--- src/rtl/debug_tx_pkg.sv ---
// Shared types and constants for the debug-bus UART transmitter.
package debug_tx_pkg;

  localparam logic [5:0] SYNC_TAG     = 6'b101010;
  localparam int         RECORD_BYTES = 3;

  typedef struct packed {
    logic [15:0] addr;
    logic        rw;
  } record_t;

  typedef enum logic [1:0] {
    IDLE  = 2'd0,
    START = 2'd1,
    DATA  = 2'd2,
    STOP  = 2'd3
  } tx_state_e;

  // Byte 0 carries the sync tag, the overflow snapshot and the rw flag.
  function automatic logic [7:0] record_byte(record_t rec, logic ovf, logic [1:0] idx);
    logic [7:0] b;
    b = 8'h00;
    case (idx)
      2'd0:    b = {SYNC_TAG, ovf, rec.rw};
      2'd1:    b = rec.addr[15:8];
      default: b = rec.addr[7:0];
    endcase
    return b;
  endfunction

endpackage

--- src/rtl/debug_tx_fifo.sv ---
// Show-ahead synchronous FIFO of captured bus records; head is valid whenever not empty.
module debug_tx_fifo
  import debug_tx_pkg::*;
#(
  parameter int FIFO_AW = 4
) (
  input  logic    clk,
  input  logic    reset_n,
  input  logic    push,
  input  logic    pop,
  input  record_t wdata,
  output record_t rdata,
  output logic    full,
  output logic    empty
);

  localparam int DEPTH = 1 << FIFO_AW;

  record_t            mem [DEPTH];
  logic [FIFO_AW-1:0] wr_ptr;
  logic [FIFO_AW-1:0] rd_ptr;
  logic [FIFO_AW:0]   count;
  logic               push_ok;
  logic               pop_ok;

  // Full is judged on the pre-pop count, so a push at full is refused even alongside a pop.
  assign full    = (count == (FIFO_AW + 1)'(DEPTH));
  assign empty   = (count == '0);
  assign push_ok = push && !full;
  assign pop_ok  = pop && !empty;
  assign rdata   = mem[rd_ptr];

  always_ff @(posedge clk) begin
    if (push_ok) mem[wr_ptr] <= wdata;
  end

  always_ff @(posedge clk or negedge reset_n) begin
    if (!reset_n) begin
      wr_ptr <= '0;
      rd_ptr <= '0;
      count  <= '0;
    end else begin
      if (push_ok) wr_ptr <= wr_ptr + 1'b1;
      if (pop_ok)  rd_ptr <= rd_ptr + 1'b1;
      case ({push_ok, pop_ok})
        2'b10:   count <= count + 1'b1;
        2'b01:   count <= count - 1'b1;
        default: count <= count;
      endcase
    end
  end

endmodule

--- src/rtl/debug_bus_uart_tx.sv ---
// Captures debug bus cycles into a FIFO and streams each as a 3-byte 8N1 record.
// Optional address window filter enabled by defining DEBUG_TX_FILTER_EN.
//
// state | meaning
// IDLE  | line high, pops next record when FIFO non-empty
// START | start bit (0) for the current byte
// DATA  | 8 data bits, LSB first
// STOP  | stop bit (1), then next byte or back to IDLE
module debug_bus_uart_tx
  import debug_tx_pkg::*;
#(
  parameter int CLKS_PER_BIT = 87,
  parameter int FIFO_AW      = 4
) (
  input  logic        clk,
  input  logic        reset_n,
  input  logic        enable,
  input  logic        sample_valid,
  input  logic [15:0] ba,
  input  logic        rw,
  input  logic [15:0] filt_lo,
  input  logic [15:0] filt_hi,
  output logic        txd,
  output logic        busy,
  output logic        overflow
);

  localparam int            CW           = $clog2(CLKS_PER_BIT);
  localparam logic [CW-1:0] BIT_CNT_LOAD = CW'(CLKS_PER_BIT - 1);
  localparam logic [1:0]    LAST_BYTE    = 2'(RECORD_BYTES - 1);

  logic          qual;
  logic          sample_hit;
  logic          push;
  logic          drop;
  logic          pop;
  logic          full;
  logic          empty;
  record_t       sample_rec;
  record_t       head;
  record_t       rec;
  tx_state_e     state;
  logic [CW-1:0] bit_cnt;
  logic [2:0]    bit_idx;
  logic [1:0]    byte_idx;
  logic [7:0]    shift;

`ifdef DEBUG_TX_FILTER_EN
  assign qual = (ba >= filt_lo) && (ba <= filt_hi);
`else
  logic unused_filt;
  assign unused_filt = ^{filt_lo, filt_hi};
  assign qual        = 1'b1;
`endif

  assign sample_hit = enable && sample_valid && qual;
  assign push       = sample_hit && !full;
  assign drop       = sample_hit && full;
  assign pop        = (state == IDLE) && !empty;
  assign sample_rec = '{addr: ba, rw: rw};

  debug_tx_fifo #(.FIFO_AW(FIFO_AW)) u_fifo (
    .clk     (clk),
    .reset_n (reset_n),
    .push    (push),
    .pop     (pop),
    .wdata   (sample_rec),
    .rdata   (head),
    .full    (full),
    .empty   (empty)
  );

  // A drop in the same cycle as a pop keeps the flag set for the next record.
  always_ff @(posedge clk or negedge reset_n) begin
    if (!reset_n)  overflow <= 1'b0;
    else if (drop) overflow <= 1'b1;
    else if (pop)  overflow <= 1'b0;
  end

  always_ff @(posedge clk or negedge reset_n) begin
    if (!reset_n) begin
      state    <= IDLE;
      bit_cnt  <= '0;
      bit_idx  <= '0;
      byte_idx <= '0;
      shift    <= '0;
      rec      <= '0;
      txd      <= 1'b1;
      busy     <= 1'b0;
    end else begin
      case (state)
        IDLE: begin
          txd      <= 1'b1;
          busy     <= 1'b0;
          byte_idx <= '0;
          if (pop) begin
            rec     <= head;
            shift   <= record_byte(head, overflow, 2'd0);
            txd     <= 1'b0;
            busy    <= 1'b1;
            bit_cnt <= BIT_CNT_LOAD;
            state   <= START;
          end
        end
        START: begin
          if (bit_cnt == '0) begin
            txd     <= shift[0];
            shift   <= {1'b0, shift[7:1]};
            bit_idx <= '0;
            bit_cnt <= BIT_CNT_LOAD;
            state   <= DATA;
          end else begin
            bit_cnt <= bit_cnt - 1'b1;
          end
        end
        DATA: begin
          if (bit_cnt == '0) begin
            bit_cnt <= BIT_CNT_LOAD;
            if (bit_idx == 3'd7) begin
              txd   <= 1'b1;
              state <= STOP;
            end else begin
              txd     <= shift[0];
              shift   <= {1'b0, shift[7:1]};
              bit_idx <= bit_idx + 1'b1;
            end
          end else begin
            bit_cnt <= bit_cnt - 1'b1;
          end
        end
        STOP: begin
          if (bit_cnt == '0) begin
            if (byte_idx == LAST_BYTE) begin
              busy     <= 1'b0;
              byte_idx <= '0;
              state    <= IDLE;
            end else begin
              byte_idx <= byte_idx + 1'b1;
              shift    <= record_byte(rec, 1'b0, byte_idx + 2'd1);
              txd      <= 1'b0;
              bit_cnt  <= BIT_CNT_LOAD;
              state    <= START;
            end
          end else begin
            bit_cnt <= bit_cnt - 1'b1;
          end
        end
        default: state <= IDLE;
      endcase
    end
  end

endmodule

--- config.mk ---
export PLATFORM = sky130hd
export DESIGN_NAME = debug_bus_uart_tx
export DESIGN_NICKNAME = d
export VERILOG_FILES = /design/src/rtl/debug_tx_pkg.sv /design/src/rtl/debug_tx_fifo.sv /design/src/rtl/debug_bus_uart_tx.sv
export SDC_FILE = /design/constraint.sdc
export NUM_CORES = 1
export LEC_CHECK = 0
export ABC_AREA = 1
export BUFFER_PORTS_ARGS = -buffer_cell sky130_fd_sc_hd__buf_2
export CORE_MARGIN = 1.5
export CORE_UTILIZATION = 44
export CTS_CLUSTER_SIZE = 14
export DETAILED_ROUTE_END_ITERATION = 10
export GPL_TIMING_DRIVEN = 0
export SLEW_MARGIN = 20
export SYNTH_ARGS = -nofsm -noshare
export SYNTH_HDL_FRONTEND = slang
export SYNTH_HIERARCHICAL = 1
export SYNTH_SLANG_ARGS = --single-unit
--- constraint.sdc ---
create_clock -name clk -period 2.95 [get_ports clk]
set_clock_uncertainty 0.2 [all_clocks]
set_input_delay 0 -clock clk [delete_from_list [all_inputs] [get_ports clk]]
set_output_delay 0 -clock clk [all_outputs]
set_load 0.02 [all_outputs]
==> qor.csv, run 1 <==
metric;value;unit
die_width;185;um
vias;10159;
synthesis.instances;1483;
synth_edf_count;272;
ant_nets;0;
grt_setup_unrepaired;no;
hold_violations;0;
clk_pin_slew_worst_paths;0.05;ns
yosysUniqueCellTypes;34;
cap_violations;0;
dieArea;34200;um2
setup_viol;0;
grt-ovfl-total;0;
report.final.slew_viol_count;0;
grt_max_degree;55;
place_hpwl;23900;um
cts_tree;done;
required;3.14;ns
max-clock-path-buffers;3;
multi_input_area;4190;um2
nNetsFinal;1665;
dr.pass1.iters;5;
netlist_top_cells_area;edfxtp_1, nand2_1, dfrtp_1, nand3_1, inv_1;
slowest_delay;0.41;ns
grt_pass1_vias;9600;
synth_top_area_frac;0.560;
slowest_stage;dfrtp_1;
use_met1;0.305;
cp-end-kind;flop;
cts_max_level;2;
leakage;7.38;nW
synth_flop_cell;edfxtp_1;
timing.final.crit_share;0.940;
peakVddDrop;0.000416;V
utilization;0.521;
syn_nets;1560;
powerDensity;629;nW/um2
cts.sinks;327;
die_h;185;um
core_region_area;32600;um2
post-place-ws;-0.361;ns
pin_count;56;
synth-async-reset-ratio;0.168;
worstMarginPinSlew;0.596;ns
fillers;2896;
rrSetupSlack;0.18;ns
yosysMostFrequentCell;nand2_1;
area_growth;16.5;%
worstPathBufferInverterCount;4;
gp_congestion;0.829;
power.total;10.7;mW
min_path_type;primary input to flop;
antenna_found_initial;0;
grt_busiest_layer;met2;
status;completed;
seq_area_frac_synth;0.654;
synth_top_cell_by_area;edfxtp_1;
crit_path_max_fanout;12;
setup_ws;0.177;ns
layout-drive-gt1-share;0.106;
slew_headroom;0.603;
setup.worst_path.class;flop to flop;
grt_pass1_wl;55200;um
cp-start-kind;flop;
cp_top_family;simple AND/OR/NAND/NOR gates;
avgViaCountPerCell;4.94;
ys_warn_count;6;
syn-cell-area;14600;um2
wl_per_cell;17.6;um
placementRows;66;
numPortBuffers;23;
yosys_register_bits;327;
cp_cell_sequence;nor2_1, nand4_1, inv_1, inv_1, nand2_2, clkinv_4, nand2_2, inv_1, ha_4, ha_1, or2_2, nand3_1, nand2_1, nand2_1, nand2_1;
cts_buffers;37;
drt_iter0_drc;722;
seqCellArea;9550;um2
netlist_top_cells_count;nand2_1, edfxtp_1, inv_1;
max_freq;361;MHz
start_util;0.447;
drc;0;
clk_latency;0.52;ns
cp.arrival;2.97;ns
avgSynthCellArea;9.83;um2
use_met2;0.347;
grt_util_met3;0.0305;
root_buffer;clkbuf_16;
totalWireLength;36300;um
period_needed;2.77;ns
grtUsageTotal;0.219;
## worst paths after layout
kind	start	end	cells after the start
worst max-delay path	u_fifo/count[1]$_DFFE_PN0P_	u_fifo/count[4]$_DFFE_PN0P_	15
worst min-delay path	ba[15]	u_fifo/mem[11][16]$_DFFE_PP_	2
worst max register to register	u_fifo/count[1]$_DFFE_PN0P_	u_fifo/count[4]$_DFFE_PN0P_	15
worst min register to register	bit_idx[0]$_DFFE_PN0P_	bit_idx[0]$_DFFE_PN0P_	1
max in group asynchronous	reset_n	u_fifo/rd_ptr[2]$_DFFE_PN0P_	4
min in group asynchronous	reset_n	txd$_DFFE_PN1P_	3
## placed cells by master, fill, tap and decap left out, drive strengths merged, types with 22 or more instances in the layout
cell type    count
edfxtp         272
nor2           135
nand3          127
buf             90
ha              23
dfrtp           54
clkbuf          60
o21ai           23
dlygate4sd3     22
nand2          603
inv            149
## metal layers
| layer | wire length [um] | vias up | part of all wire |
|---|---|---|---|
| li1 | - | 4971 | - |
| met1 | 16500 | 4812 | 0.45 |
| met2 | 16500 | 324 | 0.46 |
| met3 | 2140 | 52 | 0.059 |
| met4 | 1130 | 0 | 0.031 |
| met5 | 0 | - | 0 |
## final cells by class
class | count | share of cell area
flip-flops and latches | 327 | 0.562
multi-input cells | 948 | 0.247
clock buffers | 49 | 0.0597
repair buffers | 67 | 0.0352
inverters | 151 | 0.0337
well taps | 442 | 0.0326
plain buffers | 56 | 0.0198
clock inverters | 16 | 0.0104
diodes | 1 | 0.000147
## through the flow
| step | area (um2) | cells | hold slack [ns] | setup TNS (ns) |
|---|---|---|---|---|
| floorplan | 14600 | 1483 | -0.496 | 0 |
| global placement | 15300 | 1948 | 0.0584 | -69.78 |
| detailed placement | 15500 | 1964 | -0.0894 | -0.958 |
| CTS | 16900 | 2052 | 0.234 | 0 |
| global route | 17000 | 2056 | 0.249 | 0 |
| finish | 17000 | 2057 | 0.253 | 0 |
## power breakdown
part | leakage [nW] | internal (mW) | switching, mW
sequential | 3.11 | 5.26 | 0.104
clock | 0.582 | 2.76 | 1.76
combinational | 3.68 | 0.254 | 0.548
total | 7.38 | 8.27 | 2.41
## logic make-up after synthesis
| kind of cell | count (synthesis) | share of synthesized area |
|---|---|---|
| AO/OA/AOI/OAI | 38 | 0.0147 |
| XOR/XNOR | 10 | 0.00600 |
| buffers and inverters | 208 | 0.0623 |
| adder cells (fa/ha/maj) | 24 | 0.0211 |
| flip-flops | 327 | 0.654 |
| AND/OR/NAND/NOR | 876 | 0.241 |
## sequential cells by signal, indices dropped and copies added, names as in the netlist
name,flops
u_fifo/mem,272
bit_idx,3
bit_cnt,7
overflow,1
busy,1
shift,8
rec,17
u_fifo/rd_ptr,4
u_fifo/wr_ptr,4
txd,1
u_fifo/count,5
byte_idx,2
state,2
## timing repair
action,4_1_cts,5_1_grt
endpoints found under the hold margin,332,0
pin swaps,1,0
hold buffers,23,0
setup endpoints to repair,4,2
gates resized for setup,4,2
buffers inserted,1,4
No activity file was read; power rests on OpenSTA's default activity.
==> run 2: changes to the inputs <==
--- a/config.mk
+++ b/config.mk
@@ -8,7 +8,7 @@
 export ABC_AREA = 1
 export BUFFER_PORTS_ARGS = -buffer_cell sky130_fd_sc_hd__buf_2
 export CORE_MARGIN = 1.5
-export CORE_UTILIZATION = 44
+export CORE_UTILIZATION = 38
 export CTS_CLUSTER_SIZE = 14
 export DETAILED_ROUTE_END_ITERATION = 10
 export GPL_TIMING_DRIVEN = 0
==> run 2 against run 1 <==
- combinational power barely moved
- power rose by 1.7%
- critical path depth did not move
- count of clock-buffer cells in the layout fell by 1
- worst setup slack improved by 0.087 ns
- fmax rose by 3.3%
- non-clock buffer count fell by 2
- register-to-register slack improved by 0.09 ns
- utilization fell by 6.7 points
- largest cell class unchanged
==> qor.csv, run 2 (same netlist as run 1, synthesis figures left out) <==
metric;value;unit
start_util;0.386;
cts_tree;done;
setup.worst_path.class;flop to flop;
clk_pin_slew_worst_paths;0.06;ns
grt_pass1_wl;55700;um
vias;10111;
drt_iter0_drc;791;
cts_max_level;2;
cp.arrival;2.90;ns
max_freq;372;MHz
seqCellArea;9550;um2
place_hpwl;24100;um
avgViaCountPerCell;4.76;
cp-end-kind;flop;
final_cell_mix;nand2_1, edfxtp_1, inv_1;
fin_hold_ws;0.216;ns
clk_latency;0.54;ns
power.total;10.9;mW
dr.pass1.iters;5;
max-clock-path-buffers;3;
worstPathBufferInverterCount;4;
reg.largest.list;u_fifo/mem: 272 flops, rec: 17 flops, shift: 8 flops;
min_path_type;primary input to flop;
totalWireLength;36000;um
largest_reg_flops;272;
antenna_found_initial;0;
wl_per_cell;17.0;um
cp-start-kind;flop;
grt_max_degree;55;
crit_path_max_fanout;6;
layout-drive-gt1-share;0.108;
gp_congestion;0.857;
cts_buffers;37;
hold_violations;0;
numPortBuffers;23;
powerDensity;635;nW/um2
cap_violations;0;
slew_headroom;0.607;
clkPwrFrac;0.433;
layout_commonest_cell;nand2_1;
placementRows;71;
dieArea;39600;um2
pin_count;56;
die_width;199;um
dp.cells;2033;
root_buffer;clkbuf_16;
ant_nets;0;
grt_pass1_vias;9639;
multi_input_area;4180;um2
combPwrFrac;0.073;
sw_frac_of_total;0.232;
n_antenna_cell;0;
timing.final.crit_share;0.910;
status;completed;
finish.instance_area;17100;um2
leakage;7.40;nW
report.final.slew_viol_count;0;
fillers;3507;
setup_viol;0;
slowest_delay;0.41;ns
power.share.sequential;0.493;
core_region_area;37800;um2
nNetsFinal;1663;
grt_setup_unrepaired;no;
grtUsageTotal;0.189;
cp_cell_sequence;nor2_1, nand4_1, inv_1, inv_1, nand2_2, clkinv_4, nand2_2, inv_1, ha_2, ha_1, or2_2, nand3_1, nand2_1, nand2_1, nand2_1;
peakVddDrop;0.000413;V
required;3.16;ns
p_int;8.34;mW
worstMarginPinSlew;0.589;ns
die_h;199;um
grt-ovfl-total;0;
finalNonFillerCells;2126;
post-place-ws;-0.307;ns
postPlaceCellArea;15600;um2
slowest_stage;dfrtp_1;
cp_top_family;simple AND/OR/NAND/NOR gates;
period_needed;2.69;ns
area_growth;17.4;%
largest-register;u_fifo/mem;
drc;0;
p_sw;2.53;mW
cts.sinks;327;
setup_ws;0.265;ns
-- run 2: changes by cell type in the layout (fill, tap and decap cells not counted), sizes merged --
cell and change:
buf -2, diode -1, clkinv +3, bufinv +1, clkbuf -1
-- run 2: what timing repair did --
| item | in CTS | in global routing |
|---|---|---|
| gates resized for setup | 3 | 3 |
| buffers inserted | 1 | 2 |
| hold endpoints to repair | 332 | 0 |
| gates cloned | 0 | 0 |
| hold buffers | 23 | 0 |
| endpoints found under the setup margin | 4 | 4 |
| pin swaps | 1 | 0 |
-- run 2: power groups by stage --
stage	Combinational, mW	Clock [mW]	Sequential (mW)
after CTS	0.797	4.82	5.36
final	0.799	4.71	5.36
after global placement	0.659	0	5.45
after detailed placement	0.745	0	5.45
after floorplan	0.409	0	5.44
after global routing	0.898	5.03	5.38
-- run 2: worst paths after layout --
check | start | to | slack, ns | cells past startpoint
worst max-delay path | u_fifo/count[1]$_DFFE_PN0P_ | u_fifo/count[4]$_DFFE_PN0P_ | 0.26 | 15
worst min-delay path | ba[15] | u_fifo/mem[10][16]$_DFFE_PP_ | 0.22 | 2
worst max register to register | u_fifo/count[1]$_DFFE_PN0P_ | u_fifo/count[4]$_DFFE_PN0P_ | 0.26 | 15
worst min register to register | rec[11]$_DFFE_PN0P_ | rec[11]$_DFFE_PN0P_ | 0.28 | 2
max in group asynchronous | reset_n | rec[4]$_DFFE_PN0P_ | 1.96 | 4
min in group asynchronous | reset_n | txd$_DFFE_PN1P_ | 0.32 | 3
-- run 2: routing by layer --
layer | vias up | share of wire | track usage
met1 | 4829 | 0.45 | 0.261
met4 | 0 | 0.024 | 0.0575
met2 | 252 | 0.47 | 0.309
met5 | - | 0 | 0
met3 | 50 | 0.056 | 0.0280
li1 | 4980 | - | -
-- run 2: per-stage QoR --
stage,utilization,TNS [ns]
3_3_place_gp,0.406,-85.12
4_1_cts,0.453,0
3_5_place_dp,0.413,-0.756
6_report,0.454,0
5_1_grt,0.454,0
2_1_floorplan,-,0
-- run 2: area by class of cell --
class,instances,share of cell area
Clock buffer,48,0.0577
Clock inverter,20,0.0148
Sequential cell,327,0.557
Buffer,56,0.0197
Inverter,151,0.0334
Tap cell,511,0.0373
Multi-Input combinational cell,948,0.244
Timing Repair Buffer,65,0.0356
-- run 2: worst reg2reg max path: cells and delay by family (launching register included) --
| family | cells | cell delay (ns) |
|---|---|---|
| buf+inv | 4 | 0.34 |
| fa+ha+maj | 2 | 0.53 |
| flops | 1 | 0.41 |
| simple gates | 9 | 1.10 |
